**config.mk**
```make
export PLATFORM = sky130hd
export DESIGN_NAME = wdt_ctrl
export DESIGN_NICKNAME = d
export VERILOG_FILES = /design/src/rtl/wdt_pkg.sv /design/src/rtl/wdt_regfile.sv /design/src/rtl/wdt_ctrl.sv
export SDC_FILE = /design/constraint.sdc
export NUM_CORES = 1
export LEC_CHECK = 0
export ABC_AREA = 1
export BUFFER_PORTS_ARGS = -buffer_cell sky130_fd_sc_hd__buf_2
export CELL_PAD_IN_SITES_DETAIL_PLACEMENT = 2
export CELL_PAD_IN_SITES_GLOBAL_PLACEMENT = 2
export CORE_MARGIN = 2
export CORE_UTILIZATION = 27
export CTS_CLUSTER_SIZE = 28
export DETAILED_ROUTE_END_ITERATION = 10
export PLACE_DENSITY_LB_ADDON = 0.25
export REMOVE_ABC_BUFFERS = 1
export SLEW_MARGIN = 20
export SYNTH_ARGS = -nofsm -noshare
export SYNTH_HDL_FRONTEND = slang
export SYNTH_HIERARCHICAL = 1
export SYNTH_SLANG_ARGS = --single-unit
```
**constraint.sdc**
```tcl
create_clock -name clk -period 1.85 [get_ports clk]
set_clock_uncertainty 0.1 [all_clocks]
set_input_delay 0.37 -clock clk [delete_from_list [all_inputs] [get_ports clk]]
set_output_delay 0.37 -clock clk [all_outputs]
set_load 0.02 [all_outputs]
```
**src/rtl/wdt_pkg.sv**
```systemverilog
// Shared definitions for the watchdog controller: FSM states, register map, STATUS layout.
`ifndef AXI_DATA_BITS
`define AXI_DATA_BITS 32
`endif

package wdt_pkg;

  typedef enum logic [2:0] {
    ST_IDLE = 3'd0,
    ST_LOAD = 3'd1,
    ST_ARM  = 3'd2,
    ST_RUN  = 3'd3,
    ST_HOLD = 3'd4
  } wdt_state_e;

  localparam logic [3:0] WDT_CTRL_OFF   = 4'h0;
  localparam logic [3:0] WDT_KICK_OFF   = 4'h4;
  localparam logic [3:0] WDT_TOCNT_OFF  = 4'h8;
  localparam logic [3:0] WDT_STATUS_OFF = 4'hC;

  localparam int unsigned STS_TO_BIT    = 0;
  localparam int unsigned STS_ERR_BIT   = 1;
  localparam int unsigned STS_STATE_LSB = 2;
  localparam int unsigned STS_STATE_MSB = 4;

  // Registers are word-aligned; only bits [3:2] select one.
  function automatic logic [1:0] reg_index(input logic [3:0] off);
    return off[3:2];
  endfunction

endpackage

```
**src/rtl/wdt_regfile.sv**
```systemverilog
// Register file for the watchdog controller: decode, shadow TOCNT, CTRL.EN, sticky STATUS, read mux.
module wdt_regfile
  import wdt_pkg::*;
#(
  parameter int DATA_W = `AXI_DATA_BITS,
  parameter int ADDR_W = 4
) (
  input  logic              clk,
  input  logic              rst,
  input  logic              reg_we,
  input  logic              reg_re,
  input  logic [ADDR_W-1:0] reg_addr,
  input  logic [DATA_W-1:0] reg_wdata,
  output logic [DATA_W-1:0] reg_rdata,
  input  wdt_state_e        state,
  input  logic              set_to,
  input  logic              en_clr,
  output logic              arm_req,
  output logic              kick_req,
  output logic [DATA_W-1:0] shadow,
  output logic              irq
);

  localparam logic [1:0] IDX_CTRL   = reg_index(WDT_CTRL_OFF);
  localparam logic [1:0] IDX_KICK   = reg_index(WDT_KICK_OFF);
  localparam logic [1:0] IDX_TOCNT  = reg_index(WDT_TOCNT_OFF);
  localparam logic [1:0] IDX_STATUS = reg_index(WDT_STATUS_OFF);

  logic [1:0]        idx;
  logic              wr_ctrl, wr_kick, wr_tocnt, wr_status;
  logic              en, sts_to, sts_err;
  logic              set_err;
  logic [DATA_W-1:0] rd_mux;
  logic              unused_addr_bits;

  assign idx              = reg_addr[3:2];
  assign unused_addr_bits = ^reg_addr[1:0];

  always_comb begin
    wr_ctrl   = reg_we && (idx == IDX_CTRL);
    wr_kick   = reg_we && (idx == IDX_KICK);
    wr_tocnt  = reg_we && (idx == IDX_TOCNT);
    wr_status = reg_we && (idx == IDX_STATUS);
    arm_req   = wr_ctrl && reg_wdata[0] && (state == ST_IDLE) && (shadow != '0);
    kick_req  = wr_kick && (state == ST_RUN);
    // Zero-count arm attempts and writes while running both flag ERR.
    set_err   = (wr_ctrl && reg_wdata[0] && (state == ST_IDLE) && (shadow == '0)) ||
                ((wr_ctrl || wr_tocnt) && (state == ST_RUN));
  end

  always_comb begin
    rd_mux = '0;
    unique case (idx)
      IDX_CTRL:   rd_mux[0] = en;
      IDX_KICK:   rd_mux    = '0;
      IDX_TOCNT:  rd_mux    = shadow;
      IDX_STATUS: begin
        rd_mux[STS_TO_BIT]                    = sts_to;
        rd_mux[STS_ERR_BIT]                   = sts_err;
        rd_mux[STS_STATE_MSB:STS_STATE_LSB]   = state;
      end
      default:    rd_mux    = '0;
    endcase
  end

  always_ff @(posedge clk) begin
    if (rst) begin
      shadow    <= '0;
      en        <= 1'b0;
      sts_to    <= 1'b0;
      sts_err   <= 1'b0;
      reg_rdata <= '0;
    end else begin
      if (wr_tocnt && (state == ST_IDLE))
        shadow <= reg_wdata;
      if (arm_req)
        en <= 1'b1;
      else if (en_clr)
        en <= 1'b0;
      // Set has priority over a same-cycle write-1-to-clear.
      sts_to  <= (sts_to  & ~(wr_status & reg_wdata[STS_TO_BIT]))  | set_to;
      sts_err <= (sts_err & ~(wr_status & reg_wdata[STS_ERR_BIT])) | set_err;
      if (reg_re)
        reg_rdata <= rd_mux;
    end
  end

  assign irq = sts_to;

endmodule

```
**src/rtl/wdt_ctrl.sv**
```systemverilog
// Watchdog controller: sequences load/enable/kick strobes to the core and holds reset after timeout.
module wdt_ctrl
  import wdt_pkg::*;
#(
  parameter int DATA_W   = `AXI_DATA_BITS,
  parameter int ADDR_W   = 4,
  parameter int RST_HOLD = 16
) (
  input  logic              clk,
  input  logic              rst,
  input  logic              reg_we,
  input  logic              reg_re,
  input  logic [ADDR_W-1:0] reg_addr,
  input  logic [DATA_W-1:0] reg_wdata,
  output logic [DATA_W-1:0] reg_rdata,
  output logic              wden,
  output logic              wdlive,
  output logic [DATA_W-1:0] wtocnt,
  input  logic              wto,
  output logic              wdt_rst_req,
  output logic              wdt_irq
);

  localparam int CNT_W = $clog2(RST_HOLD + 1);

  wdt_state_e        state_q, state_d;
  logic [CNT_W-1:0]  hold_cnt;
  logic              hold_done;
  logic              kick_q;
  logic              arm_req, kick_req;
  logic              set_to, en_clr;
  logic [DATA_W-1:0] shadow;

  wdt_regfile #(
    .DATA_W(DATA_W),
    .ADDR_W(ADDR_W)
  ) u_regfile (
    .clk      (clk),
    .rst      (rst),
    .reg_we   (reg_we),
    .reg_re   (reg_re),
    .reg_addr (reg_addr),
    .reg_wdata(reg_wdata),
    .reg_rdata(reg_rdata),
    .state    (state_q),
    .set_to   (set_to),
    .en_clr   (en_clr),
    .arm_req  (arm_req),
    .kick_req (kick_req),
    .shadow   (shadow),
    .irq      (wdt_irq)
  );

  assign hold_done = (hold_cnt == CNT_W'(RST_HOLD - 1));
  assign set_to    = (state_q == ST_RUN) && wto;
  assign en_clr    = (state_q == ST_HOLD) && hold_done;

  always_ff @(posedge clk) begin
    if (rst)
      state_q <= ST_IDLE;
    else
      state_q <= state_d;
  end

  always_comb begin
    state_d = state_q;
    unique case (state_q)
      ST_IDLE: if (arm_req)   state_d = ST_LOAD;
      ST_LOAD:                state_d = ST_ARM;
      ST_ARM:                 state_d = ST_RUN;
      ST_RUN:  if (wto)       state_d = ST_HOLD;
      ST_HOLD: if (hold_done) state_d = ST_IDLE;
      default:                state_d = ST_IDLE;
    endcase
  end

  always_comb begin
    wtocnt      = (state_q == ST_LOAD) ? shadow : '0;
    wden        = (state_q == ST_ARM);
    wdt_rst_req = (state_q == ST_HOLD);
    wdlive      = kick_q;
  end

  // A timeout in the same cycle as a kick suppresses the kick.
  always_ff @(posedge clk) begin
    if (rst) begin
      hold_cnt <= '0;
      kick_q   <= 1'b0;
    end else begin
      hold_cnt <= (state_q == ST_HOLD) ? hold_cnt + 1'b1 : '0;
      kick_q   <= kick_req && !wto;
    end
  end

endmodule

```
==> results_dict.tcl, run 1 <==
set metrics [dict create \
    powerDensity_mw_per_mm2 1020 \
    drive_gt1_share_pct 31.8 \
    placed_area_mm2 0.00412 \
    fillers 1483 \
    hold_violations 0 \
    finalCriticalPeriod_ns 1.88 \
    post-route-drc-count 0 \
    cts_buffers 9 \
    dp_hpwl_um 7990 \
    timing.fmax_ghz 0.533 \
    grt_max_degree 65 \
    antenna_cells 0 \
    die_w_um 117 \
    h-tree-depth 3 \
    fin_crit_sh_pct 101 \
    crit_path_end_kind "primary output" \
    synthMuxAreaShare_pct 0 \
    route.vias.total 3576 \
    max_cap_violations 0 \
    setup_slack_ns -0.0251 \
    reg2reg_slack_ns 0.24 \
    drt-wirelength-per-cell_um 16.0 \
    clock-root-buffer "clkbuf_16" \
    overflow 0 \
    cts_buffer_depth 2 \
    area_delta_synth_final_pct 43.0 \
    initial_core_util_pct 27.4 \
    die-area_mm2 0.0136 \
    synth_seq_area_share_pct 44.4 \
    regArea_mm2 0.00153 \
    synth_commonest_cells "90 x nor2_1, 76 x dfxtp_1, 58 x nand2_1" \
    avgSynthCellArea_um2 7.14 \
    core_area_mm2 0.0125 \
    synth_top_family_by_area "simple AND/OR/NAND/NOR gates" \
    crit_path_start_kind "flop" \
    synth.ff_latch_count 76 \
    path_clk_slew_ns 0.06 \
    fin_nets 630 \
    drtPass1Iterations 4 \
    required_ns 1.38 \
    cts_tree "done" \
    pin_count 109 \
    critical_path_class "flop to primary output" \
    violations "negative setup slack" \
    arrival_ns 1.41 \
    final_antenna_net_count 0 \
    hold_path_startpoint "reg_wdata[4]" \
    synth.top_cell.area_share_pct 44.4 \
    synth_xor_area_share_pct 0 \
    ctsHoldBuffers 0 \
    hold_path.class "primary input to flop" \
    finalSetupViolCount 7 \
    worstMarginPinSlew_ns 0.469 \
    synthesis.area_mm2 0.00343 \
    yosysTopAreaCell "dfxtp_1" \
    synth_flop_cell "dfxtp_1" \
    status "finished with violations" \
    synth-simple-area-share_pct 27.2 \
    final_max_slew_viol_count 0 \
    rsz0062_at_grt "true" \
    die_y_um 117 \
    pre_cts_slack_ns 0.105 \
    synth_edf_count 0 \
    drt-initial-drc-count 109 \
    grt_antenna_before_repair 0 \
    postLayoutCellArea_mm2 0.00490 \
    grt_pass1_vias 3734 \
    yosysWarnings 6 \
    grt_pass1_wl_um 18700 \
    p_leak_nw 2.06 \
    clock_latency_ns 0.34 \
    synth_area_leaders "dfxtp_1 44%, nor2_1 9.9%, o21ai_0 8.2%, nand2_1 6.4%, inv_1 6.2%" \
    syn_inst 480 \
    gp_congestion 0.734 \
    synth_adder_area_share_pct 0.730 \
    synth_async_sr_flop_share_pct 0 \
    grt_use_total_pct 18.0 \
    port_buffers 106 \
    clock-sinks 76 \
    num_rows 41 \
    multi_input_area_mm2 0.00169 \
    viasPerCell 4.69 \
    yosysMostFrequentCell "nor2_1" \
    synth_cell_types 31 \
    startpoint "state_q[2]$_SDFFE_PP0P_" \
    regToRegStartpoint "u_regfile/shadow[18]$_SDFFE_PP0P_" \
    max-vdd-ir-drop_uv 350 \
    max_slew_margin_pct 68.8 \
    wl_um 12200 \
    synth_compound_area_share_pct 15.9 \
    crit_fanout 8 \
    tns_ns -0.0638 \
]
[per-layer routing]
layer | global-route usage, % | share of wire, %
met1 | 22.1 | 44
met2 | 31.2 | 50
met3 | 2.85 | 3.3
met4 | 7.69 | 1.9
met5 | 0 | 0
[worst max-delay path, cell delays in order (launching register included)]
cell	delay (ns)
dfxtp_4	0.36
inv_4	0.06
nand3_4	0.16
clkbuf_16	0.25
nor2_4	0.11
buf_6	0.12
[registers in the layout, summed over array words and instances (netlist names)]
signal / flops
wdlive: 1
u_regfile/sts_err: 1
u_regfile/reg_rdata: 32
u_regfile/shadow: 32
u_regfile/en: 1
u_regfile/irq: 1
state_q: 3
hold_cnt: 5
[report_power, final]
group	total, W	internal [W]	leakage (nW)	switching (W)
logic	0.00139	0.000494	1.29	0.000892
clock network	0.00173	0.00105	0.145	0.000689
registers	0.00188	0.00177	0.624	0.000115
total	0.00501	0.00331	2.06	0.00170
[what timing repair did]
action / CTS / global route
gates resized for setup: 48 / 68
pin swaps: 0 / 1
buffers inserted: 1 / 3
cloned: 1 / 2
setup endpoints to repair: 32 / 34
[final cells by class]
cell class                 instances  share of cell area [%]
multi-input combinational        314                    34.5
sequential                        76                    31.2
timing repair buffer             124                    19.2
clock buffer                      14                    5.79
inverter                          62                    4.85
tap                              172                    4.39
clock inverter                     1                   0.102
[worst paths after layout]
| check | end | cells after the start |
|---|---|---|
| max | wtocnt[8] | 5 |
| min reg2reg | u_regfile/en$_SDFFE_PP0P_ | 2 |
| min | u_regfile/shadow[4]$_SDFFE_PP0P_ | 3 |
| max reg2reg | state_q[0]$_SDFFE_PP0P_ | 10 |
[cell families (layout without fill, tap and decap cells)]
logic type,after synthesis,in the layout
and+or+nand+nor,209,209
adders and majority gates,2,2
buffers and inverters,90,201
DFF,76,76
AOI/OAI and AO/OA,103,103
[cell usage in the layout, fill, tap and decap left out, types with 4 or more instances in the layout]
cell	instances
o21ai_0	55
a21oi_1	32
nor2_4	25
o21ai_1	9
inv_1	56
buf_4	17
dfxtp_1	73
nor2_2	8
buf_6	27
nand2_1	58
nor3_1	32
clkbuf_8	4
buf_2	74
clkbuf_16	11
nand3_1	8
nor2_1	68
[through the flow]
step	total power, W	util (%)	hold slack (ns)	cells
2_1_floorplan	0.00248	-	0.330	452
4_1_cts	0.00482	36.6	0.160	758
6_report	0.00501	39.2	0.160	763
3_3_place_gp	0.00291	32.9	0.341	741
5_1_grt	0.00526	39.2	0.175	763
3_5_place_dp	0.00295	32.9	0.362	741
No activity file was read; power rests on OpenSTA's default activity.
==> run 2, diff against run 1 <==
--- a/config.mk
+++ b/config.mk
@@ -7,10 +7,8 @@
 export LEC_CHECK = 0
 export ABC_AREA = 1
 export BUFFER_PORTS_ARGS = -buffer_cell sky130_fd_sc_hd__buf_2
-export CELL_PAD_IN_SITES_DETAIL_PLACEMENT = 2
-export CELL_PAD_IN_SITES_GLOBAL_PLACEMENT = 2
 export CORE_MARGIN = 2
-export CORE_UTILIZATION = 27
+export CORE_UTILIZATION = 30
 export CTS_CLUSTER_SIZE = 28
 export DETAILED_ROUTE_END_ITERATION = 10
 export PLACE_DENSITY_LB_ADDON = 0.25
==> run 2 against run 1 <==
The flow now finishes without violations. Clock power shrank 2%. Core utilization rose by 2.5 points. Final area fell by 4.1%. Final cell count fell by 4.1%. Non-clock buffer count decreased by 2. Critical endpoint is now wtocnt[13]. Largest cell class unchanged. Largest power group unchanged.
==> results_dict.tcl, run 2 (synthesized netlist as in run 1, its figures left out) <==
set metrics [dict create \
    status "complete, no violations" \
    dp_hpwl_um 6270 \
    finalSetupViolCount 0 \
    grt_use_total_pct 15.3 \
    crit_path_start_kind "flop" \
    arrival_ns 1.37 \
    drt-initial-drc-count 178 \
    critPathSlowestCell "dfxtp_4" \
    antenna_cells 0 \
    die-area_mm2 0.0123 \
    area_delta_synth_final_pct 37.2 \
    final_cell_mix "81 x buf_2, 73 x nor2_1, 73 x dfxtp_1" \
    cp_cell_sequence "inv_4, nand3_4, clkbuf_16, nor2_2, buf_4" \
    wl_um 10100 \
    max_slew_margin_pct 68.7 \
    clock-sinks 76 \
    route.vias.total 3395 \
    grt_max_degree 65 \
    cts_buffers 9 \
    rsz0062_at_grt "true" \
    postLayoutCellArea_mm2 0.00470 \
    pin_count 109 \
    timing.fmax_ghz 0.542 \
    placed_area_mm2 0.00407 \
    hold_path.class "primary input to flop" \
    grt_antenna_before_repair 0 \
    post-route-drc-count 0 \
    clock-root-buffer "clkbuf_16" \
    cts_buffer_depth 2 \
    fin_nets 628 \
    grt_pass1_vias 3120 \
    critical_path_class "flop to primary output" \
    powerDensity_mw_per_mm2 1020 \
    final_antenna_net_count 0 \
    viasPerCell 4.64 \
    setup_slack_ns 0.00623 \
    initial_core_util_pct 30.4 \
    final_common_cell "buf_2" \
    ctsHoldBuffers 0 \
    fin_crit_sh_pct 99.7 \
    drtPass1Iterations 4 \
    drive_gt1_share_pct 30.7 \
    gp_congestion 0.794 \
    finalCriticalPeriod_ns 1.84 \
    overflow 0 \
    grt_pass1_wl_um 15100 \
    path_clk_slew_ns 0.06 \
    crit_fanout 8 \
    clock_latency_ns 0.33 \
    h-tree-depth 3 \
    tns_ns 0 \
    cpPeakStageDelay_ns 0.36 \
    reg2reg_slack_ns 0.10 \
    die_y_um 111 \
    num_rows 39 \
    die_w_um 111 \
    whs_ns 0.165 \
    pre_cts_slack_ns 0.131 \
    core_area_mm2 0.0113 \
    largestRegisters "u_regfile/reg_rdata (32), u_regfile/shadow (32), hold_cnt (5)" \
    p_leak_nw 2.04 \
    hold_violations 0 \
    port_buffers 106 \
    crit_path_end_kind "primary output" \
    max_cap_violations 0 \
    required_ns 1.38 \
    max-vdd-ir-drop_uv 541 \
    final_util_pct 41.7 \
    worstMarginPinSlew_ns 0.470 \
    cts_tree "done" \
    final_max_slew_viol_count 0 \
    drt-wirelength-per-cell_um 13.8 \
]
-- run 2: cell types whose count changed in the layout (fill, tap and decap cells not counted) --
cell / delta
nor2_4: -13
buf_2: +7
buf_4: +1
o21ai_1: -1
nor2_2: +8
buf_6: -9
nor2_1: +5
buf_16: -1
o21ai_0: +1
-- run 2: cell type report --
class | instances | area, um^2
Sequential cell | 76 | 1530
Inverter | 62 | 238
Clock inverter | 1 | 5.00
Tap cell | 143 | 179
Fill cell | 1192 | 6570
Multi-Input combinational cell | 314 | 1610
Clock buffer | 14 | 284
Timing Repair Buffer | 122 | 853
-- run 2: final timing paths --
path | from | end | depth (start not counted)
setup / recovery | state_q[1]$_SDFFE_PP0P_ | wtocnt[13] | 5
hold / removal | reg_wdata[24] | u_regfile/shadow[24]$_SDFFE_PP0P_ | 3
setup reg to reg | state_q[1]$_SDFFE_PP0P_ | state_q[0]$_SDFFE_PP0P_ | 10
hold reg to reg | hold_cnt[0]$_SDFF_PP0_ | hold_cnt[0]$_SDFF_PP0_ | 1
-- run 2: stage by stage --
step           total power, W  std cells
2_1_floorplan         0.00248        452
3_3_place_gp          0.00288        710
3_5_place_dp          0.00289        710
4_1_cts               0.00461        725
5_1_grt               0.00506        732
6_report              0.00481        732
-- run 2: report_power, final --
part	switching (W)	internal, W	total [W]	leakage, nW
combinational	0.000800	0.000445	0.00125	1.27
clock	0.000642	0.00105	0.00169	0.145
sequential	0.000112	0.00177	0.00188	0.624
-- run 2: timing repair --
action / 4_1_cts / 5_1_grt
resized for setup: 6 / 73
pin swaps: 0 / 1
setup endpoints to repair: 32 / 32
setup buffers: 0 / 4
gates cloned: 0 / 3
-- run 2: worst max-delay path: cells and delay by family, from the launching register on --
family / cells / cell delay (ns)
buffers and inverters: 3 / 0.44
DFF: 1 / 0.36
and+or+nand+nor: 2 / 0.24
-- run 2: routing by layer --
| metal | up-vias | routed length (um) | global-route usage, % | part of all wire [%] |
|---|---|---|---|---|
| li1 | 1749 | - | - | - |
| met1 | 1556 | 4750 | 19.4 | 47 |
| met2 | 73 | 4760 | 24.7 | 47 |
| met3 | 17 | 440 | 4.43 | 4.3 |
| met4 | 0 | 188 | 5.75 | 1.9 |
| met5 | - | 0 | 0 | 0 |
==> run 3, diff against run 2 <==
--- a/config.mk
+++ b/config.mk
@@ -6,7 +6,7 @@
 export NUM_CORES = 1
 export LEC_CHECK = 0
 export ABC_AREA = 1
-export BUFFER_PORTS_ARGS = -buffer_cell sky130_fd_sc_hd__buf_2
+export BUFFER_PORTS_ARGS = -buffer_cell sky130_fd_sc_hd__buf_4
 export CORE_MARGIN = 2
 export CORE_UTILIZATION = 30
 export CTS_CLUSTER_SIZE = 28
==> run 3 against run 2 <==
The run now ends with negative setup slack left. Sequential power barely moved. First-iteration DRC count fell by 3.9%. Non-clock buffer count did not move. Routed wire length shrank 1.9%. Clock power about the same. Fmax down 0.38%. Largest power group unchanged. Highest routed layer unchanged.
==> results_dict.tcl, run 3 (synthesized netlist as in run 1, its figures left out) <==
set metrics [dict create \
    status "finished with violations" \
    violations "negative setup slack" \
    regToRegStartpoint "state_q[1]$_SDFFE_PP0P_" \
    die-area_mm2 0.0123 \
    pin_count 109 \
    required_ns 1.38 \
    path_clk_slew_ns 0.06 \
    grt_pass1_vias 3217 \
    grt_pass1_wl_um 16100 \
    max_cap_violations 0 \
    grt_antenna_before_repair 0 \
    drtPass1Iterations 4 \
    r2r_end "u_regfile/shadow[0]$_SDFFE_PP0P_" \
    gp_congestion 0.790 \
    clock_latency_ns 0.32 \
    final_common_cell "buf_4" \
    critPathSlowestCell "dfxtp_4" \
    clock-root-buffer "clkbuf_16" \
    cts_tree "done" \
    clock-sinks 76 \
    h-tree-depth 3 \
    grt_max_degree 45 \
    hold_violations 0 \
    core_area_mm2 0.0113 \
    total_power_w 0.00485 \
    antenna_cells 0 \
    max-vdd-ir-drop_uv 425 \
    multi_input_area_mm2 0.00160 \
    tns_ns -0.00153 \
    post-route-drc-count 0 \
    powerDensity_mw_per_mm2 995 \
    wl_um 9940 \
    pre_cts_slack_ns 0.229 \
    critPathTopFamily "buffers and inverters" \
    holdPathStages 2 \
    timing.fmax_ghz 0.540 \
    drive_gt1_share_pct 30.4 \
    crit_path_start_kind "flop" \
    fin_crit_sh_pct 100 \
    cpPeakStageDelay_ns 0.35 \
    initial_core_util_pct 30.4 \
    area_delta_synth_final_pct 42.2 \
    cts_buffers 9 \
    grt_use_total_pct 16.1 \
    final_max_slew_viol_count 0 \
    die_y_um 111 \
    route.vias.total 3399 \
    holdPathEnd "state_q[2]$_SDFFE_PP0P_" \
    viasPerCell 4.64 \
    final_cell_mix "105 x buf_4, 77 x nor2_1, 73 x dfxtp_1" \
    critical_path_class "flop to primary output" \
    finalSetupViolCount 2 \
    rsz0062_at_grt "true" \
    fin_nets 628 \
    max_slew_margin_pct 69.9 \
    crit_fanout 8 \
    crit_path_end_kind "primary output" \
    num_rows 39 \
    hold_path_startpoint "rst" \
    hold_path.class "primary input to flop" \
    final_antenna_net_count 0 \
    regArea_mm2 0.00153 \
    arrival_ns 1.38 \
    p_leak_nw 2.07 \
    cp_cell_sequence "inv_4, nand3_4, bufbuf_16, nor2_1, buf_4" \
    drt-wirelength-per-cell_um 13.6 \
    worst-r2r-cell-count 6 \
    cts_buffer_depth 2 \
    finalCriticalPeriod_ns 1.85 \
    setup_slack_ns -0.000848 \
    cp_num_buf_inv 3 \
    largestRegisters "u_regfile/reg_rdata (32), u_regfile/shadow (32), hold_cnt (5)" \
    die_w_um 111 \
    drt-initial-drc-count 171 \
    port_buffers 106 \
    overflow 0 \
    reg2reg_slack_ns 0.22 \
    worstMarginPinSlew_ns 0.452 \
    final_util_pct 43.2 \
    dp_hpwl_um 6520 \
    fillers 1167 \
]
-- run 3: cell types whose count changed in the layout (fill, tap and decap cells not counted), sizes merged --
| cell | change |
|---|---|
| bufbuf | +1 |
| clkbuf | -6 |
| bufinv | +1 |
| clkinvlp | +1 |
| buf | +1 |
| clkinv | +2 |
-- run 3: per-layer routing --
| layer | track usage, % | vias to the layer above | routed length (um) |
|---|---|---|---|
| li1 | - | 1742 | - |
| met1 | 21.1 | 1555 | 4510 |
| met2 | 26.4 | 94 | 4770 |
| met3 | 4.70 | 8 | 556 |
| met4 | 3.75 | 0 | 102 |
| met5 | 0 | - | 0 |
-- run 3: metrics by stage --
stage                     hold slack (ns)  cell area, um^2  instances
after floorplan                     0.330             3260        452
after global placement              0.341             4360        712
after detailed placement            0.359             4360        712
after CTS                           0.169             4800        733
after global routing                0.165             4870        732
final                               0.173             4870        732
-- run 3: worst reg2reg max path, stage by stage (launching register included) --
cell and delay (ns):
dfxtp_4 0.35, buf_4 0.15, inv_1 0.11, nand4_4 0.16, nor2_8 0.40, nor2_1 0.08, a211oi_1 0.19
-- run 3: worst max path at each step --
stage	startpoint	to	depth (start not counted)
after floorplan	state_q[0]$_SDFFE_PP0P_	wtocnt[0]	2
after global placement	state_q[1]$_SDFFE_PP0P_	state_q[0]$_SDFFE_PP0P_	9
after detailed placement	state_q[1]$_SDFFE_PP0P_	state_q[0]$_SDFFE_PP0P_	9
after CTS	state_q[1]$_SDFFE_PP0P_	wtocnt[13]	6
after global routing	state_q[1]$_SDFFE_PP0P_	wtocnt[12]	5
final	state_q[1]$_SDFFE_PP0P_	wtocnt[26]	5
-- run 3: power breakdown --
part	switching [W]	total [W]	internal, W
clock network	0.000656	0.00172	0.00107
registers	0.000117	0.00189	0.00177
logic	0.000767	0.00124	0.000472
-- run 3: final cells by class --
| class | count | share of cell area (%) |
|---|---|---|
| Clock buffer | 10 | 4.90 |
| Clock inverter | 5 | 1.08 |
| Inverter | 62 | 4.83 |
| Multi-Input combinational cell | 314 | 32.9 |
| Sequential cell | 76 | 31.4 |
| Tap cell | 143 | 3.67 |
| Timing Repair Buffer | 122 | 21.3 |
-- run 3: repair_timing --
| action | in CTS | in global routing |
|---|---|---|
| resized for setup | 19 | 27 |
| hold buffers | 0 | 0 |
| buffers inserted | 5 | 0 |
| gates cloned | 2 | 0 |
| pin swaps | 1 | 0 |
| endpoints found under the setup margin | 32 | 33 |
